`src/rtl/fm_modulator_if.sv`:
```
// Audio-in / FM-out stream bundle for the FM modulator.
// The slave modport is the modulator side; the master modport is the source/sink side.
interface fm_modulator_if #(
    parameter int AUDIO_W = 12,
    parameter int OUT_W   = 8
);
    logic signed [AUDIO_W-1:0] audio_in;
    logic                      audio_valid;
    logic                      audio_ready;
    logic signed [OUT_W-1:0]   fmout;
    logic                      fm_valid;

    modport master (output audio_in, audio_valid, input audio_ready, fmout, fm_valid);
    modport slave  (input audio_in, audio_valid, output audio_ready, fmout, fm_valid);
endinterface

```
`src/rtl/fm_modulator.sv`:
```
// FM modulator: an audio-steered NCO feeds a quarter-wave sine LUT through a 2-stage pipeline.
// The run/drain/idle FSM stops only at a phase wrap, so the carrier never ends mid-cycle.
module fm_modulator #(
    parameter int                 PHASE_W     = 24,
    parameter logic [PHASE_W-1:0] CARRIER_INC = 24'h400000,
    parameter int                 DEV_SHIFT   = 8,
    parameter int                 AUDIO_W     = 12,
    parameter int                 OUT_W       = 8
) (
    input  logic          clk,
    input  logic          reset,
    input  logic          enable,
    output logic          busy,
    fm_modulator_if.slave bus
);
    localparam int   STAGES = 2;
    localparam real  PI     = 3.14159265358979323846;

    // Taylor series keeps the table build free of math-library calls at elaboration.
    function automatic real sin_taylor(input real x);
        real term;
        real acc;
        term = x;
        acc  = x;
        for (int n = 1; n < 14; n++) begin
            term = -term * x * x / ((2.0 * n) * (2.0 * n + 1.0));
            acc  = acc + term;
        end
        return acc;
    endfunction

    function automatic logic [256*7-1:0] build_lut();
        logic [256*7-1:0] lut;
        real              v;
        lut = '0;
        for (int k = 0; k < 256; k++) begin
            v = 127.0 * sin_taylor(2.0 * PI * (k + 0.5) / 1024.0);
            lut[k*7 +: 7] = 7'($rtoi(v + 0.5));
        end
        return lut;
    endfunction

    localparam logic [256*7-1:0] LUT = build_lut();

    typedef enum logic [1:0] {IDLE, RUN, DRAIN} state_t;

    state_t                    state, state_nxt;
    logic [PHASE_W-1:0]        phase, phase_nxt, inc;
    logic [PHASE_W:0]          sum;
    logic signed [AUDIO_W-1:0] audio_reg;
    logic [STAGES:0]           vld_pipe;
    logic [7:0]                addr_q;
    logic                      neg_q;
    logic [1:0]                quad;
    logic [7:0]                frac;
    logic [6:0]                mag;
    logic signed [OUT_W-1:0]   mag_ext;

    // Deviation wraps modulo 2^PHASE_W on purpose; no saturation.
    assign inc = CARRIER_INC
               + ({{(PHASE_W-AUDIO_W){audio_reg[AUDIO_W-1]}}, audio_reg} << DEV_SHIFT);
    assign sum = {1'b0, phase} + {1'b0, inc};

    always_comb begin
        state_nxt = state;
        phase_nxt = phase;
        case (state)
            IDLE: begin
                phase_nxt = '0;
                if (enable) state_nxt = RUN;
            end
            RUN: begin
                phase_nxt = sum[PHASE_W-1:0];
                if (!enable) state_nxt = DRAIN;
            end
            DRAIN: begin
                phase_nxt = sum[PHASE_W-1:0];
                // Re-enable beats a simultaneous carry-out and keeps the wrapped phase.
                if (enable) begin
                    state_nxt = RUN;
                end else if (sum[PHASE_W]) begin
                    state_nxt = IDLE;
                    phase_nxt = '0;
                end
            end
            default: begin
                state_nxt = IDLE;
                phase_nxt = '0;
            end
        endcase
    end

    always_ff @(posedge clk or negedge reset) begin
        if (!reset) begin
            state     <= IDLE;
            phase     <= '0;
            audio_reg <= '0;
            vld_pipe  <= '0;
        end else begin
            state    <= state_nxt;
            phase    <= phase_nxt;
            vld_pipe <= {vld_pipe[STAGES-1:0], state_nxt != IDLE};
            if (state == RUN && bus.audio_valid) audio_reg <= bus.audio_in;
        end
    end

    assign busy            = vld_pipe[0];
    assign bus.audio_ready = (state == RUN);
    assign bus.fm_valid    = vld_pipe[STAGES];

    assign quad    = phase[PHASE_W-1 -: 2];
    assign frac    = phase[PHASE_W-3 -: 8];
    assign mag     = LUT[int'(addr_q)*7 +: 7];
    assign mag_ext = OUT_W'(mag);

    always_ff @(posedge clk or negedge reset) begin
        if (!reset) begin
            addr_q    <= '0;
            neg_q     <= 1'b0;
            bus.fmout <= '0;
        end else begin
            // Odd quadrants read the table mirrored; the lower half-cycle is negated.
            addr_q    <= quad[0] ? ~frac : frac;
            neg_q     <= quad[1];
            bus.fmout <= neg_q ? -mag_ext : mag_ext;
        end
    end
endmodule

```
`src/flat_wrapper.sv`:
```
// flat-port wrapper written by rule: the top's interface ports become plain ports
module fm_modulator_flat 
#(
    parameter int                 PHASE_W     = 24,
    parameter logic [PHASE_W-1:0] CARRIER_INC = 24'h400000,
    parameter int                 DEV_SHIFT   = 8,
    parameter int                 AUDIO_W     = 12,
    parameter int                 OUT_W       = 8
)
  (clk, reset, enable, busy, bus_audio_in, bus_audio_valid, bus_audio_ready, bus_fmout, bus_fm_valid);
  fm_modulator_if #(.AUDIO_W(AUDIO_W), .OUT_W(OUT_W)) bus_i ();
  input  logic clk;
  input  logic reset;
  input  logic enable;
  output logic busy;
  input wire logic [$bits(bus_i.audio_in)-1:0] bus_audio_in;
  input wire logic [$bits(bus_i.audio_valid)-1:0] bus_audio_valid;
  output wire logic [$bits(bus_i.audio_ready)-1:0] bus_audio_ready;
  output wire logic [$bits(bus_i.fmout)-1:0] bus_fmout;
  output wire logic [$bits(bus_i.fm_valid)-1:0] bus_fm_valid;
  assign bus_i.audio_in = bus_audio_in;
  assign bus_i.audio_valid = bus_audio_valid;
  assign bus_audio_ready = bus_i.audio_ready;
  assign bus_fmout = bus_i.fmout;
  assign bus_fm_valid = bus_i.fm_valid;
  fm_modulator #(.PHASE_W(PHASE_W), .CARRIER_INC(CARRIER_INC), .DEV_SHIFT(DEV_SHIFT), .AUDIO_W(AUDIO_W), .OUT_W(OUT_W)) u_core (.clk(clk), .reset(reset), .enable(enable), .busy(busy), .bus(bus_i));
endmodule
```
`config.mk`:
```
export PLATFORM = sky130hd
export DESIGN_NAME = fm_modulator_flat
export DESIGN_NICKNAME = d
export VERILOG_FILES = /design/src/rtl/fm_modulator_if.sv /design/src/rtl/fm_modulator.sv /design/src/flat_wrapper.sv
export SDC_FILE = /design/constraint.sdc
export NUM_CORES = 1
export LEC_CHECK = 0
export CORE_MARGIN = 8
export CORE_UTILIZATION = 65
export CTS_CLUSTER_DIAMETER = 30
export DETAILED_ROUTE_END_ITERATION = 8
export PLACE_DENSITY_LB_ADDON = 0.12
export SETUP_SLACK_MARGIN = 0.1
export SLEW_MARGIN = 40
export SYNTH_ARGS = -nofsm -noshare
export SYNTH_HDL_FRONTEND = slang
export SYNTH_SLANG_ARGS = --single-unit
```
`constraint.sdc`:
```
create_clock -name clk -period 8 [get_ports clk]
set_clock_uncertainty 0.2 [all_clocks]
set_input_delay 1.6 -clock clk [delete_from_list [all_inputs] [get_ports clk]]
set_output_delay 1.6 -clock clk [all_outputs]
set_load 0.1 [all_outputs]
```
### Word-level counts from Yosys, hierarchy flattened

Cells that the tools add are included.

* output and inout port bits: 11
* word-level logic and storage cells: 28
* register bits after elaboration: 58
* bits of input ports: 16

* shift operators: 1
* add/sub/neg operators: 3
* equality and inequality tests: 2
* multiply operators: 1
* reduce and logical (&&, ||, !) cells: 3
* multiplexer cells: 10
* bitwise operators: 1

Operators with widths (number)
* indexed part select 1792 x 32 -> 7 bit, first input constant: 1
* 2-to-1 mux 24 bit: 2
* one-hot mux 24 bit (2 select lines): 1
* adder 24 x 24 -> 25 bit: 1
* adder 23 x 24 -> 24 bit, first input constant: 1
* 2-to-1 mux 8 bit: 2
* multiplier 8 x 3 -> 11 bit, second input constant: 1
* 2-to-1 mux 2 bit: 4
* negation 7 -> 8 bit: 1
* inverter 8 bit: 1
* one-hot mux 2 bit (3 select lines): 1
* == test 2 x 1 -> 1 bit, second input constant: 1
* == test 2 bit, second input constant: 1
* zero test 2 bit: 1
* nonzero test 2 bit: 1
* logical AND 1 bit: 1

### Depth between registers and ports, before layout

Gate-level depths: netlist (run 1).

* depth in word-level cells: 6
* mapped depth: 15
* depth with buffers taken out: 13

### Least setup slack after synthesis (run 1)

Ideal clock, no wire load.

* path kind: register to register
* start: reg u_core.addr_q[1]
* end: reg u_core.bus.fmout[6]
* arrival: 2.976 ns
* library setup time: 0.130 ns
* period minus slack after synthesis: 3.306 ns
* data required time: 7.670 ns
* stages on the path, launching flop included: 14
* buffers on the path: 1
* path slack: 4.694 ns
* path through: dfrtp_1 -> clkbuf_1 -> inv_1 -> ha_1 -> inv_1 -> o21ai_0 -> mux4_2 -> a2111oi_4 -> a2bb2oi_4 -> inv_2 -> ha_1 -> nand2b_1 -> o21ai_0 -> xnor2_1

* cells in the longest elaborated chain, start to end: 4

RTL lines
* start: declaration: line fm_modulator.sv:52 `logic [7:0] addr_q;`
* start signal: assignment: line fm_modulator.sv:123 `addr_q <= quad[0] ? ~frac : frac;`
* multiplier 8 x 3 -> 11 bit: line fm_modulator.sv:113 `assign mag = LUT[int'(addr_q)*7 +: 7];`
* indexed part select 1792 x 32 -> 7 bit: line fm_modulator.sv:113
* named net u_core.mag[0]: line fm_modulator.sv:56 `logic [6:0] mag;`
* negation 7 -> 8 bit: line fm_modulator.sv:125 `bus.fmout <= neg_q ? -mag_ext : mag_ext;`
* 2-to-1 mux 8 bit: line fm_modulator.sv:125
* end signal: assignment: line fm_modulator.sv:125
* end: declaration: line fm_modulator_if.sv:14 `modport slave (input audio_in, audio_valid, output audio_ready, fmout, fm_valid);`

The timed path passes the listed nets, and every way through them passes these cells.
A chain may end at the register's enable or synchronous reset.

### Final worst setup path (run 1)

Same ends and word-level chain as after synthesis.

==> results of run 1 <==
area by class of cell:
| type | count | area share |
|---|---|---|
| Clock buffer | 8 | 0.0258 |
| Inverter | 23 | 0.0202 |
| Multi-Input combinational cell | 337 | 0.586 |
| Sequential cell | 50 | 0.293 |
| Tap cell | 75 | 0.0220 |
| Timing Repair Buffer | 29 | 0.0527 |
how the worst max path moves through the flow:
stage	start	endpoint	slack (ns)	depth (start not counted)
2_1_floorplan	u_core.addr_q[1]$_DFF_PN0_	u_core.bus.fmout[6]$_DFF_PN0_	4.69	13
3_3_place_gp	u_core.state[1]$_DFF_PN0_	bus_audio_ready	4.31	3
3_5_place_dp	u_core.addr_q[1]$_DFF_PN0_	u_core.bus.fmout[6]$_DFF_PN0_	4.39	12
4_1_cts	u_core.addr_q[1]$_DFF_PN0_	u_core.bus.fmout[6]$_DFF_PN0_	4.38	12
5_1_grt	u_core.addr_q[1]$_DFF_PN0_	u_core.bus.fmout[4]$_DFF_PN0_	4.10	12
6_report	u_core.addr_q[1]$_DFF_PN0_	u_core.bus.fmout[6]$_DFF_PN0_	4.34	12
cells by family after synthesis:
logic type	share of synthesized area
and+or+nand+nor	0.143
DFF	0.315
buffers and inverters	0.0576
muxes	0.0576
adders and majority gates	0.105
AOI/OAI and AO/OA	0.260
xor gates and xnor gates	0.0617
where the power goes:
group,internal [W],leakage (nW),switching [W]
clock network,0.0000873,0.0575,0.0000758
logic,0.000400,1.18,0.000726
registers,0.000342,0.642,0.0000791
cells in the mapped netlist (3+ instances only):
cell / count / area, µm²
o21a_1: 4 / 30.0
a211oi_1: 10 / 75.1
o41ai_1: 3 / 26.3
nor2_1: 21 / 78.8
a21o_1: 6 / 45.0
inv_1: 19 / 71.3
buf_4: 5 / 37.5
nand4_1: 3 / 18.8
o211ai_1: 11 / 82.6
nor3b_1: 3 / 22.5
nand2b_1: 8 / 50.1
o2111ai_1: 5 / 43.8
o311ai_0: 5 / 43.8
o31ai_1: 4 / 30.0
a21boi_0: 4 / 30.0
ha_1: 31 / 388
or2_2: 4 / 25.0
a21oi_1: 30 / 150
nor3_1: 19 / 95.1
a31oi_1: 8 / 50.1
clkbuf_1: 13 / 48.8
nand3_1: 3 / 15.0
dfrtp_1: 50 / 1250
buf_2: 9 / 45.0
nor2b_1: 11 / 68.8
mux2_2: 13 / 146
nand2_1: 26 / 97.6
o21bai_1: 6 / 45.0
mux2i_1: 6 / 60.1
and3_1: 4 / 25.0
xnor2_1: 12 / 105
o21ai_0: 26 / 130
xor2_1: 16 / 140
layer usage:
layer | vias to the layer above | track usage
li1 | 1632 | -
met1 | 1554 | 0.246
met2 | 123 | 0.342
met3 | 17 | 0.0360
met4 | 0 | 0.0674
met5 | - | 0
per-stage QoR:
stage	hold slack (ns)	cell area, µm²	setup WS (ns)
after CTS	0.176	4270	4.38
after global placement	0.135	4200	4.31
after detailed placement	0.154	4160	4.39
final	0.170	4270	4.34
after floorplan	0.131	3970	4.69
after global routing	0.174	4270	4.10
placed cells by master (no fill, tap or decap), drive strengths merged, types with 4 or more instances in the layout:
cell type	netlist	final
inv	21	21
buf	15	15
clkbuf	13	8
o2111ai	6	6
o21ai	26	26
clkdlybuf4s50	0	14
o21bai	6	6
a21o	6	6
and3	4	4
nor3	19	19
ha	31	31
mux2	13	13
nor2	21	21
nor2b	11	11
a211oi	10	10
mux2i	6	6
a31oi	9	9
or2	4	4
nand2b	8	8
o21a	4	4
xor2	16	16
nand2	27	27
dfrtp	50	50
o311ai	5	5
xnor2	12	12
a21oi	30	30
a21boi	4	4
o211ai	11	11
o31ai	4	4
==> impl_results.md, run 1 <==
- CP endpoint kind: flop
- CTS resizes: 0
- PortBufs: 26
- H-tree depth: 2
- Ys async rst share: 1.00
- Multi-input logic area: 2500 µm²
- GRT overflow: 0
- Status: complete, no violations
- Worst EP arrival: 3.63 ns
- Largest register FFs: 16
- Setup tns final: 0 ns
- # DRC: 0
- Distinct cells, synth: 63
- Vias in the first global route: 3134
- Detailed Place HPWL: 6.10 mm
- Clk slew on worst S/H paths: 0.08 ns
- Core Region: 5920 µm²
- Clock tree buffer depth: 2
- Storage cell area: 1250 µm²
- Clock Root Buffer: clkbuf_8
- Final hold vios: 0
- CP startpoint kind: flop
- Met3 WL: 503 µm
- Share of layout cells above drive strength 1: 0.112
- Vias per inst: 6.37
- M1 WL: 3.45 mm
- Hold Crit Start: u_core.vld_pipe[1]$_DFF_PN0_
- Placer congestion estimate: 0.905
- MaxCap Viol Count: 0
- Syn Area/Cell: 9.07 µm²
- Primary FF master, synth: dfrtp_1
- Nets: 494
- Row count: 28
- Syn_nets: 486
- Worst skew pair latency: 0.29 ns
- Synth warn: 0
- Die ar.: 8870 µm²
- Slew @ Worst Pin: 0.836 ns
- Die X: 94.2 µm
- Worst Hold Depth: 0
- WL final: 8.42 mm
- Final core occ: 0.721
- Register area share after synthesis: 0.315
- EDFF count, synth: 0
- First-pass GRT wire length: 14.7 mm
- # diodes: 0
- PnR Total Power: 0.00171 W
- Post-CTS Setup Bufs: 0
- Worst Setup Path Type: flop to flop
- Final period utilization: 0.457
- Antenna Violating Nets Remaining: 0
- Layout fillers: 437
- TritonCTS clock tree: yes
- Largest net degree at the start of global routing: 55
- Io pins: 27
- Max Used Layer: met4
- Die H: 94.2 µm
- Synth Instances: 438
- CP max stage cell: dfrtp_1
- Initial antenna violation count: 0
- Cell family with most CP delay: compound AO/OA/AOI/OAI gates
- WL met2: 4.30 mm
- PwrDens: 400 nW/µm²
- Drt wl/cell: 16.1 µm
- Endpoint, Worst Hold: u_core.vld_pipe[2]$_DFF_PN0_
- Final setup vio count: 0
- Starting Density: 0.671
- Clk sinks: 50
- Crit-path cells: inv_1 -> ha_1 -> inv_1 -> o21ai_0 -> mux4_2 -> a2111oi_4 -> a2bb2oi_4 -> inv_2 -> ha_1 -> nand2b_1 -> o21ai_0 -> xnor2_1
- Slowest stage delay, CP: 0.73 ns
- Synth Register Bits: 50
- Peak supply drop: 394 µV
- Post-Syn Area: 3970 µm²
- R2r endpoint: u_core.bus.fmout[6]$_DFF_PN0_
- Syn-to-layout area delta: 7.50%
- Lkg Pwr: 1.88 nW
- FF-to-FF setup slack: 4.34 ns
- CP Buf/Inv Count: 3
- Critical path peak fanout: 18
- Slew HR: 0.443
- Hold crit path type: flop to flop
- Fin cells: 522
- CTS buffer count: 5
- Final Slew Violations: 0
- Reg2reg path depth: 12
- Final min period: 3.66 ns
- Dpl cells: 514
- Vias: 3326
- All-Layer GR Usage: 0.200
- Number of hold buffers added after CTS: 0
- Initial DRC count: 179
- Reg2reg start: u_core.addr_q[1]$_DFF_PN0_
- Drt pass-1 iters: 5
- RSZ-0062 raised after global routing: false
- Critical Path RT: 7.97 ns
- FMAX: 273 MHz
(Power assumes the default switching activity.)
==> run 2, diff against run 1 <==
--- a/config.mk
+++ b/config.mk
@@ -6,7 +6,7 @@
 export NUM_CORES = 1
 export LEC_CHECK = 0
 export CORE_MARGIN = 8
-export CORE_UTILIZATION = 65
+export CORE_UTILIZATION = 60
 export CTS_CLUSTER_DIAMETER = 30
 export DETAILED_ROUTE_END_ITERATION = 8
 export PLACE_DENSITY_LB_ADDON = 0.12
==> constraint.sdc (replaced) <==
create_clock -name clk -period 3.6 [get_ports clk]
set_clock_uncertainty 0.2 [all_clocks]
set_input_delay 0.72 -clock clk [delete_from_list [all_inputs] [get_ports clk]]
set_output_delay 0.72 -clock clk [all_outputs]
set_load 0.1 [all_outputs]
==> run 2 against run 1 <==
Net effect:
- worst setup slack got worse by 4.0 ns
- die area up 6.9%
- sequential power increased by 120%
==> impl_results.md, run 2 (synthesis results as in run 1) <==
- Status: complete, no violations
- FMAX: 309 MHz (+13%)
- Dpl cells: 529 (+2.9%)
- Sequential power share: 0.229 (-0.017)
- CP endpoint kind: flop
- Die ar.: 9480 µm² (+6.9%)
- Final Slew Violations: 0 (unchanged)
- Detailed Place HPWL: 6.88 mm (+13%)
- PwrDens: 917 nW/µm² (+130%)
- Reg2reg start: u_core.addr_q[1]$_DFF_PN0_
- CP most frequent cell: ha_1
- Placer congestion estimate: 0.938 (+3.6%)
- Crit-path cells: buf_4 -> ha_1 -> inv_1 -> ha_1 -> nor2_1 -> mux2_2 -> o21ai_0 -> nand4_1 -> o31ai_1 -> xnor2_1
- Antenna Violating Nets Remaining: 0 (unchanged)
- MaxCap Viol Count: 0 (unchanged)
- Drt wl/cell: 17.2 µm (+6.9%)
- Die H: 97.4 µm (+3.4%)
- Peak supply drop: 818 µV (+110%)
- RSZ-0062 raised after global routing: false
- Nets: 507 (+2.6%)
- Largest register FFs: 16 (unchanged)
- # DRC: 0 (unchanged)
- Hold Crit Start: u_core.vld_pipe[1]$_DFF_PN0_
- Share of layout cells above drive strength 1: 0.139 (+0.0273)
- Clock tree buffer depth: 2 (unchanged)
- Post-CTS Setup Bufs: 0 (unchanged)
- Final core occ: 0.692 (-0.0289)
- Combinational share of power: 0.652 (-0.006)
- Setup tns final: 0 ns (unchanged)
- Largest net degree at the start of global routing: 28 (-49%)
- Setup crit start: u_core.addr_q[1]$_DFF_PN0_
- Drt pass-1 iters: 4 (-1)
- Worst EP arrival: 3.27 ns (-0.36 ns)
- Slowest stage delay, CP: 0.38 ns (-0.35 ns)
- All-Layer GR Usage: 0.194 (-0.00590)
- Clk slew on worst S/H paths: 0.09 ns (about the same)
- PortBufs: 26 (unchanged)
- Pre-CTS setup slack: 0.305 ns (-4.08 ns)
- TritonCTS clock tree: yes
- Final period utilization: 0.899 (+0.442)
- Critical Path RT: 3.63 ns (-4.34 ns)
- Internal Power: 0.00203 W (+140%)
- Worst skew pair latency: 0.31 ns (+0.02 ns)
- Final setup vio count: 0 (unchanged)
- Number of hold buffers added after CTS: 0 (unchanged)
- H-tree depth: 2 (unchanged)
- Final hold vios: 0 (unchanged)
- Clk sinks: 50 (unchanged)
- Starting Density: 0.622 (-0.0489)
- Vias per inst: 6.41 (+0.57%)
- GRT overflow: 0 (unchanged)
- Io pins: 27 (unchanged)
- CP startpoint kind: flop
- Most frequent cells in the layout: dfrtp_1, ha_1, a21oi_1
- Lkg Pwr: 1.97 nW (+4.5%)
- Die X: 97.4 µm (+3.4%)
- P_sw: 0.00203 W (+130%)
- Vias in the first global route: 3526 (+13%)
- Syn-to-layout area delta: 11.3%
- Initial DRC count: 179 (unchanged)
- First-pass GRT wire length: 15.8 mm (+7.6%)
- Layout fillers: 514 (+18%)
- PnR Total Power: 0.00405 W (+140%)
- Fin cells: 537 (+2.9%)
- Hold crit path type: flop to flop
- Setup WS post-layout: 0.364 ns (-3.98 ns)
- Core Region: 6390 µm² (+7.9%)
- Commonest non-fill, non-tap cell in the layout: dfrtp_1
- Row count: 29 (+3.6%)
- CP max stage cell: dfrtp_1
- Net Sw Frac: 0.500 (-0.0155)
- Final min period: 3.24 ns (-0.422 ns)
- Initial antenna violation count: 0 (unchanged)
- Clock Root Buffer: clkbuf_8
- Worst Setup Path Type: flop to flop
- Vias: 3441 (+3.5%)
- WL final: 9.26 mm (+9.9%)
- # diodes: 0 (unchanged)
- Clock power frac: 0.119 (+0.024)
- Slew @ Worst Pin: 0.811 ns (-0.0245 ns)
- CTS buffer count: 5 (unchanged)
- Critical path peak fanout: 9 (-9)
- Slew HR: 0.459 (+0.0163)
==> run 2: cell types whose count changed in the layout (fill, tap and decap cells not counted), sizes merged <==
cell,change
bufinv,+2
clkbuf,-2
buf,+13
==> run 2: layout make-up <==
class | instances | area [µm²] | share of cell area
inverters | 23 | 86.3 | 0.0195
clock inverters | 2 | 60.1 | 0.0136
flip-flops and latches | 50 | 1250 | 0.283
clock buffers | 6 | 82.6 | 0.0187
repair buffers | 42 | 348 | 0.0787
well taps | 77 | 96.3 | 0.0218
multi-input cells | 337 | 2500 | 0.565
==> run 2: repair_timing <==
action | 4_1_cts | 5_1_grt
endpoints found under the setup margin | 0 | 1
hold endpoints to repair | 0 | 0
gates resized for setup | 0 | 1
==> run 2: power groups by stage <==
stage / Clock (W) / Combinational, W / Sequential (W)
floorplan: 0 / 0.00175 / 0.00123
global placement: 0 / 0.00255 / 0.000929
detailed placement: 0 / 0.00260 / 0.000941
CTS: 0.000489 / 0.00262 / 0.000929
global route: 0.000511 / 0.00288 / 0.000956
finish: 0.000481 / 0.00264 / 0.000930
==> run 2: path summary, 6_finish.rpt <==
check                                                   to  slack, ns  depth (start not counted)
hold reg to reg               u_core.vld_pipe[2]$_DFF_PN0_       0.16                          0
hold / removal                u_core.vld_pipe[2]$_DFF_PN0_       0.16                          0
max in group asynchronous     u_core.vld_pipe[0]$_DFF_PN0_       2.25                          2
setup reg to reg             u_core.bus.fmout[5]$_DFF_PN0_       0.36                         10
min in group asynchronous  u_core.audio_reg[8]$_DFFE_PN0P_       0.18                          1
setup / recovery             u_core.bus.fmout[5]$_DFF_PN0_       0.36                         10
==> run 2: routing by layer <==
metal / up-vias / GRT usage / routed length (µm)
met2: 111 / 0.340 / 4680
met5: - / 0 / 0
li1: 1652 / - / -
met4: 0 / 0.112 / 364
met3: 33 / 0.0356 / 406
met1: 1645 / 0.214 / 3800
==> run 2: through the flow <==
stage / hold WS (ns) / area, µm²
floorplan: 0.131 / 3970
global placement: 0.134 / 4270
detailed placement: 0.142 / 4270
CTS: 0.164 / 4420
global route: 0.186 / 4420
finish: 0.163 / 4420
==> run 2: critical path, delay by kind of cell, from the launching register on <==
kind,cells,cell delay [ns]
XOR/XNOR,1,0.16
AO/OA/AOI/OAI,2,0.67
adder cells (fa/ha/maj),2,0.60
multiplexers,1,0.36
AND/OR/NAND/NOR,2,0.48
flip-flops,1,0.38
buffers and inverters,2,0.32
